`config.mk`:
```
export PLATFORM = sky130hd
export DESIGN_NAME = controle_ula_flat
export DESIGN_NICKNAME = d
export VERILOG_FILES = /design/src/rtl/controle_ula_if.sv /design/src/rtl/controle_ula.sv /design/src/flat_wrapper.sv
export SDC_FILE = /design/constraint.sdc
export NUM_CORES = 1
export LEC_CHECK = 0
export CELL_PAD_IN_SITES_DETAIL_PLACEMENT = 1
export CELL_PAD_IN_SITES_GLOBAL_PLACEMENT = 1
export CORE_MARGIN = 2
export CORE_UTILIZATION = 30
export CTS_BUF_LIST = sky130_fd_sc_hd__clkbuf_16
export DETAILED_ROUTE_END_ITERATION = 8
export PLACE_DENSITY = 0.67
export SLEW_MARGIN = 40
export SYNTH_ARGS = -nofsm -noshare
export SYNTH_HDL_FRONTEND = slang
export SYNTH_SLANG_ARGS = --single-unit
```
`constraint.sdc`:
```
create_clock -name clock -period 1.83 [get_ports clock]
set_input_delay 0.4575 -clock clock [delete_from_list [all_inputs] [get_ports clock]]
set_output_delay 0.4575 -clock clock [all_outputs]
set_load 0.02 [all_outputs]
```
`src/rtl/controle_ula_if.sv`:
```
// rtl/controle_ula_if.sv - instruction handshake and register/ULA control bundle for controle_ula
// Optional instr_count signal present when CONTROLE_INSTR_COUNT_EN is defined.
interface controle_ula_if #(
  parameter int WIDTH = 4
);
  logic             instr_valid;
  logic             instr_ready;
  logic [3:0]       instr_opcode;
  logic [WIDTH-1:0] instr_dado;
  logic [WIDTH-1:0] barramento;
  logic [1:0]       Tx;
  logic [1:0]       Ty;
  logic [1:0]       Tz;
  logic [1:0]       ula_sel;
  logic             done;
  logic             erro;
`ifdef CONTROLE_INSTR_COUNT_EN
  logic [7:0]       instr_count;

  modport slave (
    input  instr_valid, instr_opcode, instr_dado,
    output instr_ready, barramento, Tx, Ty, Tz, ula_sel, done, erro, instr_count
  );
  modport master (
    output instr_valid, instr_opcode, instr_dado,
    input  instr_ready, barramento, Tx, Ty, Tz, ula_sel, done, erro, instr_count
  );
`else
  modport slave (
    input  instr_valid, instr_opcode, instr_dado,
    output instr_ready, barramento, Tx, Ty, Tz, ula_sel, done, erro
  );
  modport master (
    output instr_valid, instr_opcode, instr_dado,
    input  instr_ready, barramento, Tx, Ty, Tz, ula_sel, done, erro
  );
`endif
endinterface

```
`src/rtl/controle_ula.sv`:
```
// rtl/controle_ula.sv - Moore instruction sequencer driving X/Y/Z control codes and ULA select
// Optional retired-instruction counter enabled by CONTROLE_INSTR_COUNT_EN.
module controle_ula #(
  parameter int WIDTH       = 4,
  parameter int EXEC_CYCLES = 1
) (
  input logic           clock,
  input logic           reset,
  controle_ula_if.slave bus
);
  localparam logic [1:0] T_CLEAR = 2'd0;
  localparam logic [1:0] T_LOAD  = 2'd1;
  localparam logic [1:0] T_HOLD  = 2'd2;
  localparam logic [3:0] EXEC_LAST = 4'(EXEC_CYCLES - 1);

  if (EXEC_CYCLES < 1 || EXEC_CYCLES > 15) begin : g_bad_exec_cycles
    $error("controle_ula: EXEC_CYCLES must be in 1..15");
  end

  typedef enum logic [2:0] {
    S_IDLE, S_DECODE, S_LOAD, S_CLEAR, S_EXEC, S_WRITE, S_DONE
  } state_t;

  state_t           state, state_n;
  logic [3:0]       opcode_q;
  logic [WIDTH-1:0] dado_q;
  logic [1:0]       sel_q;
  logic [3:0]       cnt_q;
  logic             ready;
  logic             accept;
  logic [1:0]       tx, ty, tz;
  logic [WIDTH-1:0] bus_d;

  assign ready  = (state == S_IDLE) && !reset;
  assign accept = bus.instr_valid && ready;

  always_ff @(posedge clock or posedge reset) begin
    if (reset) begin
      state    <= S_IDLE;
      opcode_q <= '0;
      dado_q   <= '0;
      sel_q    <= '0;
      cnt_q    <= '0;
    end else begin
      state <= state_n;
      if (accept) begin
        opcode_q <= bus.instr_opcode;
        dado_q   <= bus.instr_dado;
      end
      // ula_sel is latched on EXEC entry so it persists after the operation
      if (state == S_DECODE && state_n == S_EXEC) begin
        sel_q <= opcode_q[1:0];
        cnt_q <= EXEC_LAST;
      end else if (state == S_EXEC && cnt_q != 4'd0) begin
        cnt_q <= cnt_q - 4'd1;
      end
    end
  end

  always_comb begin
    state_n = state;
    case (state)
      S_IDLE:   if (accept) state_n = S_DECODE;
      S_DECODE: begin
        if (opcode_q == 4'd1 || opcode_q == 4'd2) state_n = S_LOAD;
        else if (opcode_q == 4'd3)                state_n = S_CLEAR;
        else if (opcode_q[3:2] == 2'b01)          state_n = S_EXEC;
        else                                      state_n = S_DONE;
      end
      S_LOAD, S_CLEAR, S_WRITE: state_n = S_DONE;
      S_EXEC:   if (cnt_q == 4'd0) state_n = S_WRITE;
      S_DONE:   state_n = S_IDLE;
      default:  state_n = S_IDLE;
    endcase
  end

  // Reset forces CLEAR so the external registers clear on every edge it is held
  always_comb begin
    tx    = T_HOLD;
    ty    = T_HOLD;
    tz    = T_HOLD;
    bus_d = '0;
    if (reset) begin
      tx = T_CLEAR;
      ty = T_CLEAR;
      tz = T_CLEAR;
    end else begin
      case (state)
        S_LOAD: begin
          bus_d = dado_q;
          if (opcode_q[1:0] == 2'd1) tx = T_LOAD;
          else                       ty = T_LOAD;
        end
        S_CLEAR: begin
          tx = T_CLEAR;
          ty = T_CLEAR;
          tz = T_CLEAR;
        end
        S_WRITE: tz = T_LOAD;
        default: ;
      endcase
    end
  end

  assign bus.instr_ready = ready;
  assign bus.barramento  = bus_d;
  assign bus.Tx          = tx;
  assign bus.Ty          = ty;
  assign bus.Tz          = tz;
  assign bus.ula_sel     = sel_q;
  assign bus.done        = (state == S_DONE);
  assign bus.erro        = (state == S_DONE) && opcode_q[3];

`ifdef CONTROLE_INSTR_COUNT_EN
  logic [7:0] count_q;

  always_ff @(posedge clock or posedge reset) begin
    if (reset) count_q <= 8'd0;
    else if (state == S_DONE) count_q <= count_q + 8'd1;
  end

  assign bus.instr_count = count_q;
`endif
endmodule

```
`src/flat_wrapper.sv`:
```
// flat-port wrapper written by rule: the top's interface ports become plain ports
module controle_ula_flat 
#(
  parameter int WIDTH       = 4,
  parameter int EXEC_CYCLES = 1
)
  (clock, reset, bus_instr_valid, bus_instr_opcode, bus_instr_dado, bus_instr_ready, bus_barramento, bus_Tx, bus_Ty, bus_Tz, bus_ula_sel, bus_done, bus_erro);
  controle_ula_if #(.WIDTH(WIDTH)) bus_i ();
  input logic clock;
  input logic reset;
  input wire logic [$bits(bus_i.instr_valid)-1:0] bus_instr_valid;
  input wire logic [$bits(bus_i.instr_opcode)-1:0] bus_instr_opcode;
  input wire logic [$bits(bus_i.instr_dado)-1:0] bus_instr_dado;
  output wire logic [$bits(bus_i.instr_ready)-1:0] bus_instr_ready;
  output wire logic [$bits(bus_i.barramento)-1:0] bus_barramento;
  output wire logic [$bits(bus_i.Tx)-1:0] bus_Tx;
  output wire logic [$bits(bus_i.Ty)-1:0] bus_Ty;
  output wire logic [$bits(bus_i.Tz)-1:0] bus_Tz;
  output wire logic [$bits(bus_i.ula_sel)-1:0] bus_ula_sel;
  output wire logic [$bits(bus_i.done)-1:0] bus_done;
  output wire logic [$bits(bus_i.erro)-1:0] bus_erro;
  assign bus_i.instr_valid = bus_instr_valid;
  assign bus_i.instr_opcode = bus_instr_opcode;
  assign bus_i.instr_dado = bus_instr_dado;
  assign bus_instr_ready = bus_i.instr_ready;
  assign bus_barramento = bus_i.barramento;
  assign bus_Tx = bus_i.Tx;
  assign bus_Ty = bus_i.Ty;
  assign bus_Tz = bus_i.Tz;
  assign bus_ula_sel = bus_i.ula_sel;
  assign bus_done = bus_i.done;
  assign bus_erro = bus_i.erro;
  controle_ula #(.WIDTH(WIDTH), .EXEC_CYCLES(EXEC_CYCLES)) u_core (.clock(clock), .reset(reset), .bus(bus_i));
endmodule
```
==> results of run 1 <==
-- cells in the mapped netlist (2+ instances only) --
library cell / number
buf_2: 5
nor2_1: 4
or4_1: 2
mux2_2: 2
ha_1: 2
o21ai_0: 4
mux2_1: 8
and2_1: 7
a21oi_1: 8
nand2b_1: 2
nor2b_1: 4
or3_1: 3
inv_1: 4
nor4b_1: 2
dfrtp_1: 17
-- repair_timing --
action,in CTS,in global routing
setup endpoints to repair,17,12
resized for setup,77,12
pin swaps,5,3
buffers inserted,1,2
-- layout make-up --
type	instances	area share
inverter	4	0.0105
clock buffer	3	0.0524
clock inverter	1	0.00262
timing repair buffer	41	0.245
tap	33	0.0288
sequential	17	0.297
multi-input combinational	61	0.364
-- how the worst max path moves through the flow --
stage	endpoint	slack, ns	cells after the start
CTS	bus_Ty[0]	-0.02	4
detailed placement	bus_Ty[0]	-0.72	5
global placement	bus_Ty[0]	-0.66	5
floorplan	bus_Ty[0]	0.03	3
global route	bus_Ty[0]	-0.02	5
finish	bus_Ty[0]	0.03	5
-- flip-flops by register name, indices dropped and copies added, names as in the netlist --
register / flops
u_core.state: 3
u_core.cnt_q: 4
u_core.dado_q: 4
u_core.bus.ula_sel: 2
u_core.opcode_q: 4
-- logic make-up after synthesis --
kind of cell / count (synthesis)
multiplexers: 10
XOR/XNOR: 1
AO/OA/AOI/OAI: 15
adder cells (fa/ha/maj): 2
buffers and inverters: 9
flip-flops: 17
AND/OR/NAND/NOR: 33
-- critical path, stage by stage, from the launching register on --
cell	delay [ns]
dfrtp_1	0.36
buf_4	0.11
nor4b_2	0.18
buf_4	0.18
nor2b_4	0.14
buf_6	0.11
-- report_power, final --
part | switching (mW) | internal (mW)
sequential | 0.100 | 0.513
clock | 0.144 | 0.290
combinational | 0.449 | 0.504
-- routing by layer --
metal / track usage / vias to the layer above / share of wire
met2: 0.242 / 12 / 0.52
met4: 0.0682 / 0 / 0.017
met1: 0.187 / 388 / 0.44
met5: 0 / - / 0
met3: 0.0218 / 4 / 0.027
li1: - / 383 / -
-- metrics by stage --
stage | area, µm² | setup WS (ns) | cells | hold WS, ns | power [mW]
after floorplan | 925 | 0.0319 | 87 | 0.384 | 1.08
after global placement | 1290 | -0.661 | 153 | 0.479 | 1.45
after detailed placement | 1290 | -0.717 | 153 | 0.477 | 1.48
after CTS | 1400 | -0.0197 | 158 | 0.488 | 1.98
after global routing | 1430 | -0.0229 | 160 | 0.424 | 2.14
final | 1430 | 0.0282 | 160 | 0.377 | 2.00
==> impl_metrics.yaml, run 1 <==
outcome:
  status: "finished clean"
clock_network:
  cts_tree: "yes"
  clockBufferDepth: 2
  root_buffer: "clkbuf_16"
  cts_buffers: 3
  cts_sinks: 17
  clk_latency_ns: 0.25
  postCtsHoldBufs: 0
  cts.clk_slew.worst_paths_ns: 0.05
  ctsHtreeMaxLevel: 1
layout:
  layout-drive-gt1-share: 0.433
  layout_commonest_cell: "dfrtp_1"
  final_util: 0.481
  layout.nets: 141
  regArea_um2: 425
  fill_cells: 326
  n_antenna_cell: 0
  final_cell_mix: "dfrtp_1 (17), buf_4 (16), clkdlybuf4s50_1 (11)"
  multi_input_area_um2: 520
  area_delta_synth_final_pct: 55.2
sta:
  fin_crit_sh: 0.985
  min_period_ns: 1.80
  slew_viol_final: 0
  tightest_slew_ns: 0.450
  fmax_mhz: 555
  skew_ns: 0.00225
  max_slew_margin: 0.700
  setup_viol: 0
  rsz0062_at_grt: "yes"
  hold_viol: 0
  fin_tns_setup_ns: 0
critical_path:
  crit_arrival_ns: 1.34
  r2r_slack_ns: 0.05
  worstSetupStartpoint: "u_core.state[1]"
  cp.required_ns: 1.37
  end_kind: "output pin"
  critical_path_class: "reg2out"
  regToRegStartpoint: "u_core.state[1]"
  worst_setup_path_start_kind: "flop"
  ff2ff_path_depth: 5
  cp_max_fo: 6
  reg2reg_to: "u_core.cnt_q[3]"
logic_synthesis:
  synth_area_um2: 922
  synth-seq-cells: 17
  yosys.area.top_type_share: 0.461
  synth_fa_ha_area_frac: 0.0271
  synth_xor_area_frac: 0.00950
  synth_compound_area_frac: 0.0896
  synth_edf_count: 0
  netlist_top_cells_area: "dfrtp_1 (46%), mux2_1 (9.8%), and2_1 (4.7%)"
  synthCells: 87
  yosysWarnings: 0
  synthMuxAreaShare: 0.122
  synth.avg_cell_area_um2: 10.6
  yosys.area_share.simple: 0.247
  synth_cell_types: 28
  synth.net_count: 100
  synth_top_area_cell: "dfrtp_1"
  ys_seq_area_frac: 0.461
  synth_top_family_by_area: "simple AND/OR/NAND/NOR gates"
  synthArstFlopShare: 1.00
  synth_ff_type: "dfrtp_1"
route:
  ant_nets: 0
  wirelength_mm: 2.20
  wire_per_inst_um: 13.8
  via_count: 787
  drtIter0Drc: 7
  drc_errors: 0
  firstDrtPassIters: 2
  avgViaCountPerCell: 4.92
floorplanning:
  rows: 20
  initial_core_util: 0.310
  io_pins: 26
  dieArea_mm2: 0.00353
  die_x_um: 59.4
  core_area_mm2: 0.00298
  die_y_um: 59.4
power_and_ir_drop:
  p_per_area_mw_per_mm2: 1400
  ir_drop_uv: 712
  p_leak_nw: 0.655
grt:
  overflow: 0
  antenna_found_initial: 0
  grt_start_max_net_pins: 18
  grt_pass1_wl_mm: 3.84
  first_global_vias: 795
  grt_usage: 0.146
placement:
  port_buffers: 25
  routabilityCongestion: 0.754
  hpwl_mm: 1.73
min_path:
  hp-class: "in2async"
job:
  drv_cap: 0
Note: power is estimated with default switching activity, not from simulation.
==> run 2, diff against run 1 <==
--- a/config.mk
+++ b/config.mk
@@ -12,6 +12,7 @@
 export CTS_BUF_LIST = sky130_fd_sc_hd__clkbuf_16
 export DETAILED_ROUTE_END_ITERATION = 8
 export PLACE_DENSITY = 0.67
+export SETUP_SLACK_MARGIN = 0.5
 export SLEW_MARGIN = 40
 export SYNTH_ARGS = -nofsm -noshare
 export SYNTH_HDL_FRONTEND = slang
==> impl_metrics.yaml, run 2 (same netlist as run 1, synthesis figures left out) <==
grt:
  grt.busiest_layer: "met2"
  grt_pass1_wl_mm: 4.70
  use_met2: 0.317
  grtUsageMet1: 0.233
  met3_usage: 0.0328
  grt_start_max_net_pins: 18
  first_global_vias: 926
  grt_usage: 0.183
  overflow: 0
  antenna_found_initial: 0
outcome:
  status: "finished, violations left"
  violations: "negative setup slack"
sta:
  setup_ws_ns: -0.0666
  holdWs_ns: 0.506
  tightest_slew_ns: 0.427
  setup_viol: 6
  slew_viol_final: 0
  skew_ns: 0.00121
  rsz0062_at_grt: "yes"
  fmax_mhz: 527
  fin_crit_sh: 1.04
  fin_tns_setup_ns: -0.358
  min_period_ns: 1.90
  hold_viol: 0
  max_slew_margin: 0.715
route:
  ant_nets: 0
  via_count: 880
  drc_errors: 0
  drtIter0Drc: 8
  firstDrtPassIters: 3
  wirelength_mm: 3.13
  wire_per_inst_um: 18.1
  avgViaCountPerCell: 5.09
min_path:
  hold_path.startpoint: "u_core.bus.ula_sel[0]"
  hold_depth: 1
  hold_path_end: "u_core.bus.ula_sel[0]"
  hp-class: "reg2reg"
critical_path:
  crit_chain: "buf_6 > nor4b_4 > buf_4 > nor2b_4 > buf_6"
  end_kind: "output pin"
  crit_slowest_cell: "dfrtp_1"
  critical_path_class: "reg2out"
  cp.required_ns: 1.37
  ff2ff_path_depth: 5
  cpLargestDelayFamily: "buffers and inverters"
  reg2reg_to: "u_core.cnt_q[2]"
  slowest_delay_ns: 0.41
  crit_buf_inv: 3
  regToRegStartpoint: "u_core.state[2]"
  crit_arrival_ns: 1.44
  worst_setup_path_start_kind: "flop"
  crit_top_cell: "buf_6"
  cp_max_fo: 6
  r2r_slack_ns: 0.03
layout:
  layout.nets: 154
  fill_cells: 305
  layout_commonest_cell: "buf_6"
  area_delta_synth_final_pct: 91.6
  largestRegisters: "u_core.cnt_q: 4 flops, u_core.dado_q: 4 flops, u_core.opcode_q: 4 flops"
  n_antenna_cell: 0
  final_cell_mix: "buf_6 (21), buf_4 (15), dfrtp_1 (15)"
  layout-drive-gt1-share: 0.650
clock_network:
  postCtsHoldBufs: 0
  clockBufferDepth: 2
  cts.clk_slew.worst_paths_ns: 0.05
  clk_latency_ns: 0.25
  root_buffer: "clkbuf_16"
  cts_buffers: 3
  cts_tree: "yes"
  cts_sinks: 17
  ctsHtreeMaxLevel: 1
floorplanning:
  dieArea_mm2: 0.00353
  initial_core_util: 0.310
  core_area_mm2: 0.00298
  die_y_um: 59.4
  rows: 20
  io_pins: 26
  die_x_um: 59.4
power_and_ir_drop:
  power_mw: 2.64
  p_per_area_mw_per_mm2: 1490
  ir_drop_uv: 775
  p_leak_nw: 0.819
placement:
  port_buffers: 25
  routabilityCongestion: 0.718
  hpwl_mm: 1.78
job:
  drv_cap: 0
==> run 2: cell types whose count changed in the layout (fill, tap and decap cells not counted), moves of 3 or more <==
cell     previous run  this run
buf_6               8        21
mux2_4              0        10
mux2_1              8         0
a21oi_2             2         5
a21oi_1             6         2
==> run 2: layout make-up <==
type	instances	area, µm²	share of cell area
Multi-Input combinational cell	63	698	0.395
Tap cell	33	41.3	0.0234
Sequential cell	17	428	0.242
Inverter	4	15.0	0.00850
Timing Repair Buffer	52	504	0.285
Clock inverter	1	5.00	0.00283
Clock buffer	3	75.1	0.0425
==> run 2: metal layers <==
layer,wire length (µm),up-vias,part of all wire
li1,-,410,-
met1,1280,454,0.41
met2,1770,13,0.57
met3,56,3,0.018
met4,27,0,0.0086
met5,0,-,0
==> run 2: worst max path at each step <==
| stage | from | end | depth (start not counted) |
|---|---|---|---|
| 5_1_grt | u_core.state[2] | bus_Ty[0] | 5 |
| 4_1_cts | u_core.state[2] | bus_Ty[0] | 5 |
| 3_3_place_gp | reset | bus_instr_ready | 4 |
| 2_1_floorplan | u_core.state[1] | u_core.dado_q[0] | 4 |
| 3_5_place_dp | reset | bus_instr_ready | 4 |
| 6_report | u_core.state[2] | bus_Ty[0] | 5 |
==> run 2: what timing repair did <==
| item | in CTS | in global routing |
|---|---|---|
| gates cloned | 3 | 0 |
| pin swaps | 10 | 8 |
| gates resized for setup | 98 | 26 |
| setup endpoints to repair | 31 | 29 |
| buffers inserted | 6 | 7 |
==> run 2: stage by stage <==
| stage | worst slack [ns] | area [µm²] | util | std cells |
|---|---|---|---|---|
| 2_1_floorplan | 0.232 | 1060 | - | 87 |
| 3_3_place_gp | -0.720 | 1400 | 0.471 | 153 |
| 3_5_place_dp | -0.749 | 1400 | 0.471 | 153 |
| 4_1_cts | -0.0596 | 1620 | 0.543 | 166 |
| 5_1_grt | -0.0973 | 1770 | 0.593 | 173 |
| 6_report | -0.0666 | 1770 | 0.593 | 173 |
==> run 2: power by group <==
group / internal (mW) / switching (mW) / total [mW]
Sequential: 0.517 / 0.143 / 0.660
Combinational: 0.870 / 0.657 / 1.53
Clock: 0.293 / 0.155 / 0.448
